[config.mk]
export PLATFORM = sky130hd
export DESIGN_NAME = lcd_display_ctrl
export DESIGN_NICKNAME = d
export VERILOG_FILES = /design/src/rtl/lcd_display_ctrl_pkg.sv /design/src/rtl/bin_to_bcd16.sv /design/src/rtl/lcd_display_ctrl.sv
export SDC_FILE = /design/constraint.sdc
export NUM_CORES = 1
export LEC_CHECK = 0
export ABC_AREA = 1
export BUFFER_PORTS_ARGS = -buffer_cell sky130_fd_sc_hd__buf_2
export CAP_MARGIN = 10
export CORE_UTILIZATION = 30
export CTS_CLUSTER_SIZE = 24
export DETAILED_ROUTE_END_ITERATION = 10
export SLEW_MARGIN = 20
export SYNTH_ARGS = -nofsm -noshare
export SYNTH_HDL_FRONTEND = slang
export SYNTH_HIERARCHICAL = 1
export SYNTH_SLANG_ARGS = --single-unit
[constraint.sdc]
create_clock -name clk -period 4.55 [get_ports clk]
set_input_delay 0.455 -clock clk [delete_from_list [all_inputs] [get_ports clk]]
set_output_delay 0.455 -clock clk [all_outputs]
set_load 0.01 [all_outputs]
[src/rtl/lcd_display_ctrl_pkg.sv]
// Shared CPU/LCD definitions: opcodes, HD44780 command bytes, display FSM states
// and small character helpers used by lcd_display_ctrl.
package cpu_defs;

  localparam logic [2:0] OP_LOAD = 3'd0;
  localparam logic [2:0] OP_ADD  = 3'd1;
  localparam logic [2:0] OP_ADDI = 3'd2;
  localparam logic [2:0] OP_SUB  = 3'd3;
  localparam logic [2:0] OP_SUBI = 3'd4;
  localparam logic [2:0] OP_MUL  = 3'd5;
  localparam logic [2:0] OP_CLR  = 3'd6;
  localparam logic [2:0] OP_DISP = 3'd7;

  localparam logic [7:0] LCD_FUNC_8B2L = 8'h38;
  localparam logic [7:0] LCD_DISP_ON   = 8'h0C;
  localparam logic [7:0] LCD_ENTRY_INC = 8'h06;
  localparam logic [7:0] LCD_CLEAR     = 8'h01;
  localparam logic [7:0] LCD_LINE1     = 8'h80;
  localparam logic [7:0] LCD_LINE2     = 8'hC0;

  typedef enum logic [2:0] {
    ST_PWRON,
    ST_INIT,
    ST_IDLE,
    ST_CAPTURE,
    ST_CLEAR,
    ST_LINE1,
    ST_LINE2
  } lcd_state_t;

  typedef enum logic [1:0] {
    PH_SETUP,
    PH_PULSE,
    PH_WAIT
  } byte_phase_t;

  // col 0 is the leftmost character of the 4-char space-padded mnemonic
  function automatic logic [7:0] mnem_char(input logic [2:0] op, input logic [1:0] col);
    logic [31:0] s;
    logic [4:0]  sh;
    case (op)
      OP_LOAD: s = "LOAD";
      OP_ADD:  s = "ADD ";
      OP_ADDI: s = "ADDI";
      OP_SUB:  s = "SUB ";
      OP_SUBI: s = "SUBI";
      OP_MUL:  s = "MUL ";
      OP_CLR:  s = "CLR ";
      default: s = "DISP";
    endcase
    sh = {~col, 3'b000};
    return s[sh +: 8];
  endfunction

  function automatic logic [7:0] dec_char(input logic [3:0] d);
    return 8'h30 + {4'h0, d};
  endfunction

  function automatic logic [7:0] hex_char(input logic [3:0] n);
    return (n < 4'd10) ? (8'h30 + {4'h0, n}) : (8'h37 + {4'h0, n});
  endfunction

endpackage

[src/rtl/bin_to_bcd16.sv]
// Sequential double-dabble: 17-bit magnitude -> 5 BCD digits in 17 shift cycles.
// done stays high from the end of a conversion until the next start.
module bin_to_bcd16 (
  input  logic        clk,
  input  logic        reset,
  input  logic        start,
  input  logic [16:0] bin,
  output logic        done,
  output logic [19:0] bcd
);

  logic [16:0] sr;
  logic [4:0]  cnt;
  logic [15:0] adj;

  // Inputs never exceed 32768, so the top digit stays below 5 and needs no adjust.
  always_comb begin
    adj = bcd[15:0];
    for (int i = 0; i < 4; i++) begin
      if (bcd[4*i +: 4] > 4'd4) adj[4*i +: 4] = bcd[4*i +: 4] + 4'd3;
    end
  end

  always_ff @(posedge clk or negedge reset) begin
    if (!reset) begin
      sr   <= '0;
      cnt  <= '0;
      done <= 1'b0;
      bcd  <= '0;
    end else if (start) begin
      sr   <= bin;
      cnt  <= 5'd17;
      done <= 1'b0;
      bcd  <= '0;
    end else if (cnt != 5'd0) begin
      bcd  <= {bcd[18:16], adj, sr[16]};
      sr   <= {sr[15:0], 1'b0};
      cnt  <= cnt - 5'd1;
      done <= (cnt == 5'd1);
    end
  end

endmodule

[src/rtl/lcd_display_ctrl.sv]
// HD44780 8-bit LCD driver: power-on init, then renders "MNEM Rnn" / "+ddddd" per request.
// Define LCD_HEX_EN to append " hXXXX" (raw value in hex) to line 2.
// Handshake: a request is taken on the cycle req_valid & req_ready; req_ready/busy update next cycle.
module lcd_display_ctrl
  import cpu_defs::*;
#(
  parameter int E_PULSE_CYC    = 25,
  parameter int CMD_WAIT_CYC   = 2500,
  parameter int CLR_WAIT_CYC   = 100000,
  parameter int PWRON_WAIT_CYC = 750000
) (
  input  logic        clk,
  input  logic        reset,
  input  logic        req_valid,
  output logic        req_ready,
  input  logic [2:0]  req_opcode,
  input  logic [3:0]  req_reg,
  input  logic [15:0] req_value,
  output logic        busy,
  output logic [7:0]  lcd_data_bus,
  output logic        lcd_rs,
  output logic        lcd_rw,
  output logic        lcd_e,
  output logic [2:0]  dbg_state
);

  localparam int MAX_WAIT = (PWRON_WAIT_CYC > CLR_WAIT_CYC) ? PWRON_WAIT_CYC : CLR_WAIT_CYC;
  localparam int CW = $clog2(MAX_WAIT + 1);
  localparam logic [4:0] INIT_LAST = 5'd3;
`ifdef LCD_HEX_EN
  localparam logic [4:0] REND_LAST = 5'd22;
`else
  localparam logic [4:0] REND_LAST = 5'd16;
`endif

  lcd_state_t  state;
  byte_phase_t phase;
  logic [CW-1:0] cnt;
  logic [4:0]  idx;
  logic [2:0]  op_q;
  logic [3:0]  reg_q;
  logic [15:0] val_q;
  logic [16:0] sext, mag;
  logic [3:0]  reg_lo;
  logic        bcd_start, bcd_done;
  logic [19:0] bcd_raw, bcd_q;
  logic        seq_init, engine_st, byte_end, seq_end, load;
  logic [4:0]  seq_idx, seq_last;
  lcd_state_t  nxt_state;
  logic [7:0]  nxt_data;
  logic        nxt_rs;

  assign lcd_rw    = 1'b0;
  assign dbg_state = state;
  assign bcd_start = (state == ST_CAPTURE);

  always_comb begin
    sext   = {val_q[15], val_q};
    mag    = val_q[15] ? (~sext + 17'd1) : sext;
    reg_lo = (reg_q >= 4'd10) ? (reg_q - 4'd10) : reg_q;
  end

  bin_to_bcd16 u_bcd (
    .clk   (clk),
    .reset (reset),
    .start (bcd_start),
    .bin   (mag),
    .done  (bcd_done),
    .bcd   (bcd_raw)
  );

  always_ff @(posedge clk or negedge reset) begin
    if (!reset) bcd_q <= '0;
    else if (bcd_done) bcd_q <= bcd_raw;
  end

  // Next byte of the running sequence: index 0 when a sequence starts, else idx+1.
  always_comb begin
    seq_init  = (state == ST_PWRON) || (state == ST_INIT);
    seq_idx   = ((state == ST_PWRON) || (state == ST_CAPTURE)) ? 5'd0 : idx + 5'd1;
    seq_last  = seq_init ? INIT_LAST : REND_LAST;
    engine_st = (state == ST_INIT) || (state == ST_CLEAR) ||
                (state == ST_LINE1) || (state == ST_LINE2);
    byte_end  = engine_st && (phase == PH_WAIT) && (cnt == '0);
    seq_end   = byte_end && (idx == seq_last);
    load      = ((state == ST_PWRON) && (cnt == '0)) || (state == ST_CAPTURE) ||
                (byte_end && !seq_end);
    nxt_rs    = 1'b0;
    nxt_data  = 8'h00;
    nxt_state = ST_INIT;
    if (seq_init) begin
      case (seq_idx[1:0])
        2'd0:    nxt_data = LCD_FUNC_8B2L;
        2'd1:    nxt_data = LCD_DISP_ON;
        2'd2:    nxt_data = LCD_ENTRY_INC;
        default: nxt_data = LCD_CLEAR;
      endcase
    end else begin
      nxt_rs    = 1'b1;
      nxt_state = (seq_idx < 5'd10) ? ST_LINE1 : ST_LINE2;
      case (seq_idx)
        5'd0:  begin nxt_rs = 1'b0; nxt_state = ST_CLEAR; nxt_data = LCD_CLEAR; end
        5'd1:  begin nxt_rs = 1'b0; nxt_data = LCD_LINE1; end
        5'd2:  nxt_data = mnem_char(op_q, 2'd0);
        5'd3:  nxt_data = mnem_char(op_q, 2'd1);
        5'd4:  nxt_data = mnem_char(op_q, 2'd2);
        5'd5:  nxt_data = mnem_char(op_q, 2'd3);
        5'd6:  nxt_data = " ";
        5'd7:  nxt_data = "R";
        5'd8:  nxt_data = (reg_q >= 4'd10) ? "1" : "0";
        5'd9:  nxt_data = dec_char(reg_lo);
        5'd10: begin nxt_rs = 1'b0; nxt_data = LCD_LINE2; end
        5'd11: nxt_data = val_q[15] ? "-" : "+";
        5'd12: nxt_data = dec_char(bcd_q[19:16]);
        5'd13: nxt_data = dec_char(bcd_q[15:12]);
        5'd14: nxt_data = dec_char(bcd_q[11:8]);
        5'd15: nxt_data = dec_char(bcd_q[7:4]);
        5'd16: nxt_data = dec_char(bcd_q[3:0]);
`ifdef LCD_HEX_EN
        5'd17: nxt_data = " ";
        5'd18: nxt_data = "h";
        5'd19: nxt_data = hex_char(val_q[15:12]);
        5'd20: nxt_data = hex_char(val_q[11:8]);
        5'd21: nxt_data = hex_char(val_q[7:4]);
        5'd22: nxt_data = hex_char(val_q[3:0]);
`endif
        default: nxt_data = " ";
      endcase
    end
  end

  always_ff @(posedge clk or negedge reset) begin
    if (!reset) begin
      state        <= ST_PWRON;
      phase        <= PH_SETUP;
      cnt          <= CW'(PWRON_WAIT_CYC - 1);
      idx          <= '0;
      lcd_data_bus <= '0;
      lcd_rs       <= 1'b0;
      lcd_e        <= 1'b0;
      req_ready    <= 1'b0;
      busy         <= 1'b1;
      op_q         <= '0;
      reg_q        <= '0;
      val_q        <= '0;
    end else if (load) begin
      state        <= nxt_state;
      phase        <= PH_SETUP;
      idx          <= seq_idx;
      lcd_data_bus <= nxt_data;
      lcd_rs       <= nxt_rs;
      lcd_e        <= 1'b0;
    end else if (seq_end) begin
      state     <= ST_IDLE;
      req_ready <= 1'b1;
      busy      <= 1'b0;
    end else begin
      case (state)
        ST_PWRON: cnt <= cnt - 1'b1;
        ST_IDLE: begin
          if (req_valid && req_ready) begin
            op_q      <= req_opcode;
            reg_q     <= req_reg;
            val_q     <= req_value;
            state     <= ST_CAPTURE;
            req_ready <= 1'b0;
            busy      <= 1'b1;
          end
        end
        ST_CAPTURE: ;
        default: begin
          case (phase)
            PH_SETUP: begin
              lcd_e <= 1'b1;
              phase <= PH_PULSE;
              cnt   <= CW'(E_PULSE_CYC - 1);
            end
            PH_PULSE: begin
              if (cnt == '0) begin
                lcd_e <= 1'b0;
                phase <= PH_WAIT;
                cnt   <= (lcd_data_bus == LCD_CLEAR && !lcd_rs) ? CW'(CLR_WAIT_CYC - 1)
                                                                : CW'(CMD_WAIT_CYC - 1);
              end else begin
                cnt <= cnt - 1'b1;
              end
            end
            default: cnt <= cnt - 1'b1;
          endcase
        end
      endcase
    end
  end

endmodule

==> qor.yml <==
critical_path:
  path_cells: "inv_1 -> nand3_2 -> inv_1 -> buf_4 -> inv_2 -> nand4_2 -> inv_2 -> nand2_1 -> o21ai_0"
  critical_path.endpoint: "u_bcd/bcd[8]$_DFFE_PN0P_"
  slowest_delay_ns: 0.72
  r2r-end: "u_bcd/bcd[8]$_DFFE_PN0P_"
  reg2regPathDepth: 9
  end_kind: "register"
  worstPathRequired_ns: 4.89
  cp_slowest_cell: "inv_2"
  reg2reg_slack_ns: 1.70
  critPathArrivalTime_ns: 3.18
  cp-start-kind: "register"
  critical_path.max_fanout: 30
  critical_path_class: "reg2reg"
  r2r-start: "dbg_state[2]$_DFFE_PN0P_"
  crit_start: "dbg_state[2]$_DFFE_PN0P_"
clock_tree:
  clk_pin_slew_ns: 0.06
  clk_latency_ns: 0.42
  cts_root_buffer: "clkbuf_16"
  clk_path_buf_depth: 2
  cts_sinks: 127
  post_cts_resize_count: 0
  htree_levels: 4
  cts_tree: "built"
  postCtsSetupRepairBufs: 0
  cts_hold_buffers: 1
  numCtsBuffers: 17
final_layout:
  drive_gt1_share_pct: 14.5
  layout.nets: 1117
  fill_cells: 2663
  diodes: 0
  multi_input_area_sq_mm: 0.00376
  syn2layout_area_growth_pct: 13.6
  finalNonFillerCells: 1416
  regArea_sq_mm: 0.00320
routing:
  remaining_drc_errors: 0
  final_antenna_net_count: 0
  first_pass_iters: 5
  drt-total-wl_um: 18000
  vias: 6666
  drtIter0Drc: 454
  route.detailed.wl_per_inst_um: 12.7
  via_per_inst: 4.71
power:
  intPower_w: 0.00199
  power_density_mw_per_mm2: 289
  switchingPower_w: 0.000535
  p_leak_nw: 4.33
  netSwitchingFraction_pct: 21.2
  combinationalPowerShare_pct: 1.5
  clkPwrFrac_pct: 53.7
  peakVddDrop_mv: 0.252
  seq_power_share_pct: 44.9
floorplanning:
  die_h_um: 162
  io_pins: 42
  initial_core_util_pct: 30.5
  die_w_um: 162
  core_sq_mm: 0.0251
  rows: 58
  die_area_sq_mm: 0.0262
yosys:
  yosysUniqueCellTypes: 41
  synth_edf_count: 0
  synthCells: 1038
  synth_area_per_cell_sq_um: 7.38
  synth_async_sr_flop_share_pct: 100
  ys_ff_latch: 127
  yosys_most_used_dff: "dfrtp_1"
  yosysSeqAreaShare_pct: 41.7
  ys_warn_count: 6
  synth_area_sq_mm: 0.00766
sta:
  rsz0062_at_grt: "no"
  finClkSkew_ns: 0.00770
  drv_slew: 0
  finalSetupViolCount: 0
  fin_crit_ns: 2.85
  relSlewSlack_pct: 32.9
  fin_tns_setup_ns: 0
  fin_crit_sh_pct: 62.5
  max_freq_mhz: 351
  tightest_slew_ns: 1.01
  hold_violations: 0
job:
  cap_violations: 0
global_route:
  grt_pass1_wl_um: 31100
  grt_pass1_vias: 6363
  grt_max_degree: 52
  grt.total_usage_pct: 14.7
  grt_overflow: 0
  antenna_found_initial: 0
place:
  port_buffers: 40
  hpwl_um: 13200
  gp_congestion: 0.904
  dpl.cell_count: 1383
worst_hold_path:
  min_from: "req_value[12]"
  hold_class: "in2reg"
status:
  status: "complete, no violations"
## worst max-delay path: cells and delay by family (launching register included)
family          cells  cell delay (ns)
flops               1             0.38
compound gates      1             0.10
simple gates        3             0.97
buf+inv             5             1.28
## how the worst min path moves through the flow
stage	cells past startpoint	to	slack (ns)
floorplan	0	bcd_q[0]$_DFFE_PN0P_	0.16
global placement	1	lcd_data_bus[7]$_DFFE_PN0N_	0.41
detailed placement	1	lcd_data_bus[7]$_DFFE_PN0N_	0.41
CTS	3	val_q[8]$_DFFE_PN0P_	0.21
global route	3	val_q[12]$_DFFE_PN0P_	0.23
finish	3	val_q[12]$_DFFE_PN0P_	0.23
## cells in the mapped netlist, types with 2 or more instances
library cell | n | share of area [%]
o21ai_1 | 14 | 0.91
mux2_2 | 15 | 2.2
nand4_1 | 7 | 0.57
nor2_1 | 84 | 4.1
buf_4 | 6 | 0.59
o211ai_1 | 4 | 0.39
ha_1 | 18 | 2.9
nand3_1 | 75 | 4.9
nand2_2 | 3 | 0.24
clkbuf_1 | 10 | 0.49
inv_1 | 130 | 6.4
or2_2 | 3 | 0.24
nor3_1 | 20 | 1.3
nor2_4 | 6 | 0.88
inv_2 | 7 | 0.34
o21ai_0 | 93 | 6.1
o21ai_2 | 13 | 1.5
nand2_4 | 3 | 0.44
nand3b_1 | 2 | 0.20
dfstp_2 | 14 | 4.8
xnor2_1 | 2 | 0.23
a31oi_1 | 2 | 0.16
buf_2 | 5 | 0.33
nor2_2 | 14 | 1.1
nand2_1 | 306 | 15
xor2_1 | 19 | 2.2
nand3_2 | 4 | 0.52
buf_6 | 7 | 1.0
nor4_1 | 3 | 0.24
o22ai_1 | 4 | 0.33
dfrtp_1 | 113 | 37
a21oi_1 | 23 | 1.5
## state kept, by name, indices dropped and copies added, names as in the netlist
register	cells
op_q	3
lcd_rs	1
lcd_data_bus	8
val_q	16
req_ready	1
busy	1
bcd_q	20
phase	2
idx	5
u_bcd/cnt	5
reg_q	4
dbg_state	3
u_bcd/sr	17
u_bcd/bcd	20
cnt	20
u_bcd/done	1
## per-stage QoR
step	hold slack [ns]	util [%]	power (W)	area, sq um	worst slack (ns)
after global placement	0.411	32.3	0.00119	8120	1.79
after detailed placement	0.410	32.3	0.00119	8120	1.69
final	0.228	34.7	0.00252	8710	1.70
after floorplan	0.159	-	0.00115	7670	2.38
after CTS	0.209	34.7	0.00255	8710	1.70
after global routing	0.226	34.7	0.00260	8710	1.43
## layout make-up
type | count | area share [%]
repair buffers | 44 | 2.70
clock buffers | 22 | 5.44
well taps | 330 | 4.74
multi-input cells | 745 | 43.2
inverters | 138 | 5.95
flip-flops and latches | 127 | 36.7
clock inverters | 10 | 1.28
## cell usage in the layout (no fill, tap or decap), drive strengths merged, types with 14 or more instances in the layout
cell type  count
nand2        312
ha            18
nor2         104
xor2          19
dfstp         14
nor3          22
nand3         79
clkbuf        22
o21ai        120
a21oi         23
dfrtp        113
buf           43
mux2          15
inv          137
## cells by family (layout without fill, tap and decap cells)
kind of cell             count (synthesis)  count (layout)  synth area share (%)
AND/OR/NAND/NOR                        533             533                  30.3
buffers and inverters                  167             214                  9.26
AO/OA/AOI/OAI                          156             156                  11.2
flip-flops                             127             127                  41.7
XOR/XNOR                                21              21                  2.40
adder cells (fa/ha/maj)                 18              18                  2.94
multiplexers                            15              15                  2.20
other                                    1               2                0.0489
## per-layer routing
metal  vias up  wire, um  track usage, %
met2       135      8080            22.8
met1      3127      8880            20.2
met4         0       274            4.85
met3        24       735            3.17
li1       3380         -               -
met5         -         0               0
## power groups by stage
stage | logic, W | registers (W) | clock network (W)
6_report | 0.0000371 | 0.00113 | 0.00135
3_5_place_dp | 0.0000390 | 0.00115 | 0
4_1_cts | 0.0000399 | 0.00113 | 0.00138
3_3_place_gp | 0.0000389 | 0.00115 | 0
2_1_floorplan | 0.00000108 | 0.00115 | 0
5_1_grt | 0.0000434 | 0.00113 | 0.00143
Power figures use the tool's default switching activity.
